--- src/rtl/i2c_pcf8574_target.sv ---
// i2c_pcf8574_target
// I2C target emulating the PCF8574 8-bit I/O expander found on HD44780 LCD
// backpacks. ACKs DEV_ADDR, latches each written byte onto port_out and
// returns port_in on reads. SCL/SDA are oversampled on clk_1MHz.
//
// Ports:
//   clk_1MHz   system clock
//   rst        synchronous active-high reset
//   scl        bus clock level (async)
//   sda_in     resolved bus data level (async)
//   sda_pull   1 = pull SDA low (open drain), 0 = release
//   port_in    byte returned on reads
//   port_out   last written data byte (P7..P0)
//   wr_strobe  one-cycle pulse when port_out updates
//   busy       high from an ACKed own address until STOP
//   addr_ack   one-cycle pulse when the own address is ACKed
module i2c_pcf8574_target #(
    parameter logic [6:0] DEV_ADDR = 7'h27,
    parameter logic [7:0] PORT_RST = 8'hFF
) (
    input  logic       clk_1MHz,
    input  logic       rst,
    input  logic       scl,
    input  logic       sda_in,
    output logic       sda_pull,
    input  logic [7:0] port_in,
    output logic [7:0] port_out,
    output logic       wr_strobe,
    output logic       busy,
    output logic       addr_ack
);

    typedef enum logic [2:0] {
        IDLE, ADDR, ADDR_ACK, WR_DATA, WR_ACK, RD_DATA, RD_ACK, IGNORE
    } state_t;

    // [0],[1] synchronizer, [2] history for edge detection. Reset to the
    // idle bus level so releasing reset never fakes an edge.
    logic [2:0] scl_sr, sda_sr;
    logic       scl_s, scl_h, sda_s, sda_h;
    logic       scl_rise, scl_fall, start_c, stop_c;

    assign scl_s = scl_sr[1];
    assign scl_h = scl_sr[2];
    assign sda_s = sda_sr[1];
    assign sda_h = sda_sr[2];

    assign scl_rise = scl_s & ~scl_h;
    assign scl_fall = ~scl_s & scl_h;
    assign start_c  = scl_s & scl_h & sda_h & ~sda_s;
    assign stop_c   = scl_s & scl_h & ~sda_h & sda_s;

    state_t     state_q, state_d;
    logic [3:0] bit_cnt_q, bit_cnt_d;
    logic [7:0] shreg_q, shreg_d;
    logic [7:0] port_q, port_d;
    logic       rw_q, rw_d;
    logic       pull_q, pull_d;
    logic       busy_q, busy_d;
    logic       wr_stb_q, wr_stb_d;
    logic       aa_q, aa_d;

    always_ff @(posedge clk_1MHz) begin
        if (rst) begin
            scl_sr    <= 3'b111;
            sda_sr    <= 3'b111;
            state_q   <= IDLE;
            bit_cnt_q <= 4'd0;
            shreg_q   <= 8'h00;
            port_q    <= PORT_RST;
            rw_q      <= 1'b0;
            pull_q    <= 1'b0;
            busy_q    <= 1'b0;
            wr_stb_q  <= 1'b0;
            aa_q      <= 1'b0;
        end else begin
            scl_sr    <= {scl_sr[1:0], scl};
            sda_sr    <= {sda_sr[1:0], sda_in};
            state_q   <= state_d;
            bit_cnt_q <= bit_cnt_d;
            shreg_q   <= shreg_d;
            port_q    <= port_d;
            rw_q      <= rw_d;
            pull_q    <= pull_d;
            busy_q    <= busy_d;
            wr_stb_q  <= wr_stb_d;
            aa_q      <= aa_d;
        end
    end

    // All SDA drive changes happen on a synchronized SCL fall, so the line
    // only moves while SCL is low (START/STOP/reset excepted).
    always_comb begin
        state_d   = state_q;
        bit_cnt_d = bit_cnt_q;
        shreg_d   = shreg_q;
        port_d    = port_q;
        rw_d      = rw_q;
        pull_d    = pull_q;
        busy_d    = busy_q;
        wr_stb_d  = 1'b0;
        aa_d      = 1'b0;
        if (start_c) begin
            // START wins over any SCL edge in the same cycle
            state_d   = ADDR;
            bit_cnt_d = 4'd0;
            pull_d    = 1'b0;
        end else if (stop_c) begin
            state_d = IDLE;
            pull_d  = 1'b0;
            busy_d  = 1'b0;
        end else begin
            case (state_q)
                ADDR, WR_DATA: begin
                    if (scl_rise && bit_cnt_q != 4'd8) begin
                        shreg_d   = {shreg_q[6:0], sda_s};
                        bit_cnt_d = bit_cnt_q + 4'd1;
                    end else if (scl_fall && bit_cnt_q == 4'd8) begin
                        bit_cnt_d = 4'd0;
                        if (state_q == WR_DATA) begin
                            port_d   = shreg_q;
                            wr_stb_d = 1'b1;
                            pull_d   = 1'b1;
                            state_d  = WR_ACK;
                        end else if (shreg_q[7:1] == DEV_ADDR) begin
                            pull_d  = 1'b1;
                            aa_d    = 1'b1;
                            busy_d  = 1'b1;
                            rw_d    = shreg_q[0];
                            state_d = ADDR_ACK;
                        end else begin
                            busy_d  = 1'b0;
                            state_d = IGNORE;
                        end
                    end
                end
                ADDR_ACK: begin
                    if (scl_fall) begin
                        bit_cnt_d = 4'd0;
                        if (rw_q) begin
                            shreg_d = port_in;
                            pull_d  = ~port_in[7];
                            state_d = RD_DATA;
                        end else begin
                            pull_d  = 1'b0;
                            state_d = WR_DATA;
                        end
                    end
                end
                WR_ACK: begin
                    if (scl_fall) begin
                        pull_d    = 1'b0;
                        bit_cnt_d = 4'd0;
                        state_d   = WR_DATA;
                    end
                end
                RD_DATA: begin
                    // bit_cnt counts bits the master has clocked in
                    if (scl_rise) begin
                        bit_cnt_d = bit_cnt_q + 4'd1;
                    end else if (scl_fall && bit_cnt_q == 4'd8) begin
                        pull_d    = 1'b0;
                        bit_cnt_d = 4'd0;
                        state_d   = RD_ACK;
                    end else if (scl_fall && bit_cnt_q != 4'd0) begin
                        shreg_d = {shreg_q[6:0], 1'b0};
                        pull_d  = ~shreg_q[6];
                    end
                end
                RD_ACK: begin
                    // bit_cnt=1 marks "master ACKed, reload at next fall"
                    if (scl_rise) begin
                        if (sda_s) state_d = IGNORE;
                        else       bit_cnt_d = 4'd1;
                    end else if (scl_fall && bit_cnt_q == 4'd1) begin
                        shreg_d   = port_in;
                        pull_d    = ~port_in[7];
                        bit_cnt_d = 4'd0;
                        state_d   = RD_DATA;
                    end
                end
                default: ;
            endcase
        end
    end

    assign sda_pull  = pull_q;
    assign port_out  = port_q;
    assign wr_strobe = wr_stb_q;
    assign busy      = busy_q;
    assign addr_ack  = aa_q;

endmodule

--- config.mk ---
export PLATFORM = sky130hd
export DESIGN_NAME = i2c_pcf8574_target
export DESIGN_NICKNAME = d
export VERILOG_FILES = /design/src/rtl/i2c_pcf8574_target.sv
export SDC_FILE = /design/constraint.sdc
export NUM_CORES = 1
export LEC_CHECK = 0
export ABC_AREA = 0
export CAP_MARGIN = 0
export CORE_MARGIN = 5
export CORE_UTILIZATION = 52
export CTS_BUF_LIST = sky130_fd_sc_hd__clkbuf_4
export CTS_CLUSTER_DIAMETER = 50
export DETAILED_ROUTE_END_ITERATION = 12
export PLACE_DENSITY_LB_ADDON = 0.05
export SYNTH_ARGS = -nofsm -noshare
export SYNTH_HDL_FRONTEND = slang
export SYNTH_SLANG_ARGS = --single-unit
--- constraint.sdc ---
create_clock -name clk_1MHz -period 2.1 [get_ports clk_1MHz]
set_clock_uncertainty 0.15 [all_clocks]
set_input_delay 0.315 -clock clk_1MHz [delete_from_list [all_inputs] [get_ports clk_1MHz]]
set_output_delay 0.315 -clock clk_1MHz [all_outputs]
set_load 0.01 [all_outputs]
# Word level (Yosys, flattened, before mapping)
# Cells that the tools add are included.
classes:
  n_addsub: 1
  mul: 0
  n_div: 0
  magnitude_cmp: 0
  n_eq_ne: 38
  shifts: 0
  mux: 52
  bitwise_logic: 19
  n_reduce_logical: 25
op_table:
  columns: ["op", "n"]
  rows:
  - ["8-bit 2-to-1 mux", 8]
  - ["3-bit 2-to-1 mux", 12]
  - ["8-bit one-hot mux with 4 select lines", 1]
  - ["4-bit 2-to-1 mux", 7]
  - ["2-bit inequality test (second input constant)", 14]
  - ["4-bit inequality test (second input constant)", 7]
  - ["1-bit 2-to-1 mux", 21]
  - ["9-bit AND reduction", 2]
  - ["4-bit one-hot mux with 4 select lines", 1]
  - ["3-bit inequality test (second input constant)", 5]
  - ["3-bit one-hot mux with 5 select lines", 1]
  - ["1-bit inverter", 12]
  - ["4-bit nonzero test", 3]
  - ["11-bit AND reduction", 1]
  - ["5-bit inequality test (second input constant)", 2]
  - ["10-bit AND reduction", 1]
  - ["5-bit AND reduction", 2]
  - ["3-bit == test (second input constant)", 3]
  - ["1-bit AND", 7]
  - ["7-bit by 6-bit == test with 1-bit output (second input constant)", 1]
  - ["7-bit AND reduction", 1]
  - ["7-bit nonzero test", 1]
  - ["7-bit OR reduction", 1]
  - ["3-bit by 2-bit == test with 1-bit output (second input constant)", 2]
  - ["other kinds (13)", 19]
word_totals:
  ff_bits: 34
  latchBits: 0
  mem_bits_rw: 0
  rom_bits: 0
  input_bits: 12
  out_inout_bits: 12
  wordCells: 147
  n_memories: 0

# Depth between registers and ports, before layout
# Gate-level depths: netlist of the first run.
depth:
  word_depth: 8
  depth_mapped: 9
  ltp_nobuf: 7

# Worst setup path before layout of the first run
# No wires, ideal clock.
synth_timing:
  path_kind: "register to register"
  startpoint: "register bit_cnt_q[0]"
  endpoint: "register shreg_q[1]"
  setup_time_ns: 0.140
  arrival_ns: 1.715
  t_required_ns: 1.810
  slack_ns: 0.095
  path_stages_with_launch: 9
  path_buffers: 1
  synth_period_minus_slack_ns: 2.005
  path_cell_list: "dfxtp_1 inv_1 ha_1 nand3b_1 a21oi_1 nor4_4 and3_1 buf_6 a211oi_2"
synth_via:
  elab_chain_cells: 4
  word_cells_on_any_way: 13
  classes_between: "eq/ne (7); reduce/logical (6)"
synth_rtl:
  columns: ["item", "line", "text"]
  rows:
  - ["start, declared", "54", "logic [3:0] bit_cnt_q, bit_cnt_d;"]
  - ["start signal, assigned", "80", "bit_cnt_q <= bit_cnt_d;"]
  - ["4-bit by 1-bit == test with 1-bit output, or another cell as far along", "175", "end else if (scl_fall && bit_cnt_q == 4'd1) begin"]
  - ["1-bit logical AND, on equally long branches", null, null]
  - ["2-bit inequality test (no source line)", null, null]
  - ["11-bit AND reduction (no source line) (*)", null, null]
  - ["end signal, assigned", "81", "shreg_q <= shreg_d;"]
  - ["end, declared", "55", "logic [7:0] shreg_q, shreg_d;"]
# Mark *: on every way between the ends. The rest lies on a longest branch, timed or not.
# A chain may end at the register's enable or synchronous reset.

# Worst setup path after layout of the first run
layout_timing:
  startpoint: "register bit_cnt_q[1]"
  endpoint: "register shreg_q[2]"
# The elaborated chain is that of the path after synthesis.

==> results.json, run 1 <==
{
  "ios": 24,
  "swShare_pct": 24.9,
  "rows": 22,
  "fillCellCount": 320,
  "regArea_um2": 683,
  "async_flop_share_pct": 0,
  "cts_hold_buf": 0,
  "yosysSeqAreaShare_pct": 33.8,
  "finalSetupViolCount": 0,
  "worstSetupEndpointType": "register",
  "clk_pin_slew_ps": 90,
  "insertedDiodeCount": 0,
  "viasPerCell": 5.74,
  "synth_edf_count": 0,
  "grtUsageTotal_pct": 20.0,
  "drv_slew": 0,
  "fin_hold_ws_ps": 266,
  "yosys_register_bits": 34,
  "synth_top_area_share_pct": 33.8,
  "peakVddDrop_uv": 361,
  "gp_congestion": 0.855,
  "power_density_mw_per_mm2": 444,
  "synth_cells": 242,
  "grt_pass1_vias": 1729,
  "cts-root-buf": "clkbuf_4",
  "clk_latency_ps": 330,
  "grt_pass1_wl_um": 8340,
  "synth_nets": 257,
  "ys.flop_type": "dfxtp_1",
  "fmax_mhz": 500,
  "hpwlAfterDp_um": 3670,
  "critPathBufInv": 2,
  "cts_num_sinks": 34,
  "pre_cts_ws_ps": 81.3,
  "syn_to_final_growth_pct": 24.2,
  "cp_slowest_cell": "dfxtp_2",
  "cts_buffer_depth": 2,
  "dieWidth_um": 72.2,
  "rrSetupSlack_ps": 100,
  "seqPwrFrac_pct": 60.0,
  "start_util_pct": 54.2,
  "fp.dieArea_mm2": 0.00522,
  "cp-start-kind": "register",
  "cts_inserted_buffers": 5,
  "rsz0062_at_grt": "false",
  "die_h_um": 72.2,
  "slew_headroom_pct": 68.3,
  "drtIter0Drc": 172,
  "syn_area_mm2": 0.00201,
  "synth_cell_types": 56,
  "multi_input_area_mm2": 0.00123,
  "required_ps": 2210,
  "drv_cap": 0,
  "path_cells": "inv_1 > ha_2 > and3b_2 > nand2_2 > or3_4 > and3_1 > buf_4 > a211oi_2",
  "hold_violations": 0,
  "setup_tns_ps": 0,
  "ant_nets": 0,
  "switchingPower_mw": 0.276,
  "yosys-top-cells-area": "dfxtp_1 34%, nand2_1 5.0%, mux2i_1 4.5%",
  "pwr-share-comb_pct": 11.7,
  "path_delay_family": "simple AND/OR/NAND/NOR gates",
  "critical_path_class": "register to register",
  "num_vias": 1883,
  "status": "finished, final reports clean",
  "min_path_type": "register to register",
  "fin_crit_ps": 2000,
  "avgSynthCellArea_um2": 8.32,
  "wl_per_cell_um": 15.0,
  "power_frac_clock_pct": 28.3,
  "max_stage_delay_ps": 350,
  "drc": 0,
  "cp.arrival_ps": 2110,
  "cts_tree": "done",
  "core_mm2": 0.00372,
  "grt_max_degree": 23,
  "fin_ws_ps": 99.6,
  "path_max_fanout": 5,
  "period_share_pct": 95.3,
  "antenna_found_initial": 0,
  "num-nets-final": 296,
  "wl_um": 4920,
  "tightestPinTransition_ps": 463,
  "drtPass1Iterations": 4,
  "drive_above_1_share_pct": 21.8,
  "grt.overflow.total": 0,
  "portBuffers": 23,
  "synth_top_area_cell": "dfxtp_1",
  "p_leak_nw": 0.993,
  "cts-htree-levels": 2,
  "ys_warn_count": 0,
  "intPower_mw": 0.835
}
sequential cells by signal (all words and copies together), names as in the netlist:
register   count
port_out       8
rw_q           1
busy           1
state_q        3
scl_sr         3
addr_ack       1
bit_cnt_q      4
sda_pull       1
sda_sr         3
wr_strobe      1
shreg_q        8
power groups by stage:
stage	Combinational (mW)	Clock [mW]	Sequential [mW]
floorplan	0.0832	0	0.673
global placement	0.128	0	0.681
detailed placement	0.128	0	0.681
CTS	0.129	0.327	0.666
global route	0.141	0.357	0.669
finish	0.130	0.315	0.667
layout by cell type (no fill, tap or decap), drive strengths merged, types with 6 or more instances in the layout:
| master | count |
|---|---|
| buf | 28 |
| nand2 | 28 |
| nand3 | 6 |
| a21oi | 12 |
| o21ai | 11 |
| nand3b | 12 |
| clkdlybuf4s50 | 23 |
| nor3 | 6 |
| mux2i | 9 |
| a211oi | 8 |
| or2 | 7 |
| dfxtp | 34 |
| nor2 | 15 |
| a31oi | 11 |
timing repair:
action,CTS,global route
resized for setup,0,6
endpoints found under the setup margin,0,12
setup buffers,0,2
worst register-to-register path, stage by stage (launching register included):
cell and delay (ps):
dfxtp_2 350, inv_1 80, ha_2 200, and3b_2 230, nand2_2 100, or3_4 340, and3_1 180, buf_4 160
a211oi_2 160
kinds of logic after synthesis:
logic type,Yosys count,share of synthesized area [%]
flops,34,33.8
xor+xnor,2,0.870
compound gates,65,23.5
buf+inv,24,5.78
mux,10,5.03
fa+ha+maj,3,1.86
simple gates,104,29.1
Yosys cell counts, types with 6 or more instances:
| library cell | n |
|---|---|
| dfxtp_1 | 34 |
| nand2_1 | 27 |
| nor2_1 | 15 |
| a21oi_1 | 12 |
| nand3b_1 | 12 |
| a31oi_1 | 11 |
| o21ai_0 | 10 |
| mux2i_1 | 9 |
| clkbuf_1 | 8 |
| a211oi_2 | 7 |
| or2_2 | 7 |
| buf_2 | 6 |
| nand3_1 | 6 |
| nor3_1 | 6 |
final timing paths:
check,from,endpoint,cells after the start
max,bit_cnt_q[1]$_SDFFE_PP0P_,shreg_q[2]$_SDFFE_PP0P_,8
min,scl_sr[0]$_SDFF_PP1_,scl_sr[1]$_SDFF_PP1_,1
max reg2reg,bit_cnt_q[1]$_SDFFE_PP0P_,shreg_q[2]$_SDFFE_PP0P_,8
min reg2reg,scl_sr[0]$_SDFF_PP1_,scl_sr[1]$_SDFF_PP1_,1
area by class of cell:
cell class / count / share of cell area, %
Tap cell: 48 / 2.40
Inverter: 5 / 0.750
Clock buffer: 5 / 1.50
Sequential cell: 34 / 27.3
Multi-Input combinational cell: 184 / 49.1
Clock inverter: 1 / 0.150
Timing Repair Buffer: 51 / 18.8
through the flow:
step	cells	power, mW	instance area [um^2]	util [%]
floorplan	242	0.756	2010	-
global placement	320	0.809	2430	65.3
detailed placement	320	0.810	2430	65.3
CTS	326	1.12	2470	66.4
global route	328	1.17	2500	67.3
finish	328	1.11	2500	67.3
layer usage:
layer | wire length, um | part of all wire [%] | up-vias | GRT usage, %
li1 | - | - | 956 | -
met1 | 2480 | 50 | 870 | 29.1
met2 | 2140 | 43 | 50 | 29.7
met3 | 238 | 4.8 | 7 | 4.16
met4 | 62 | 1.3 | 0 | 5.85
met5 | 0 | 0 | - | 0
Power figures use the tool's default switching activity.
==> run 2, diff against run 1 <==
--- a/config.mk
+++ b/config.mk
@@ -6,7 +6,6 @@
 export NUM_CORES = 1
 export LEC_CHECK = 0
 export ABC_AREA = 0
-export CAP_MARGIN = 0
 export CORE_MARGIN = 5
 export CORE_UTILIZATION = 52
 export CTS_BUF_LIST = sky130_fd_sc_hd__clkbuf_4
==> results of run 2 <==
No change in the layout: final DEF, timing and power equal those of run 1.
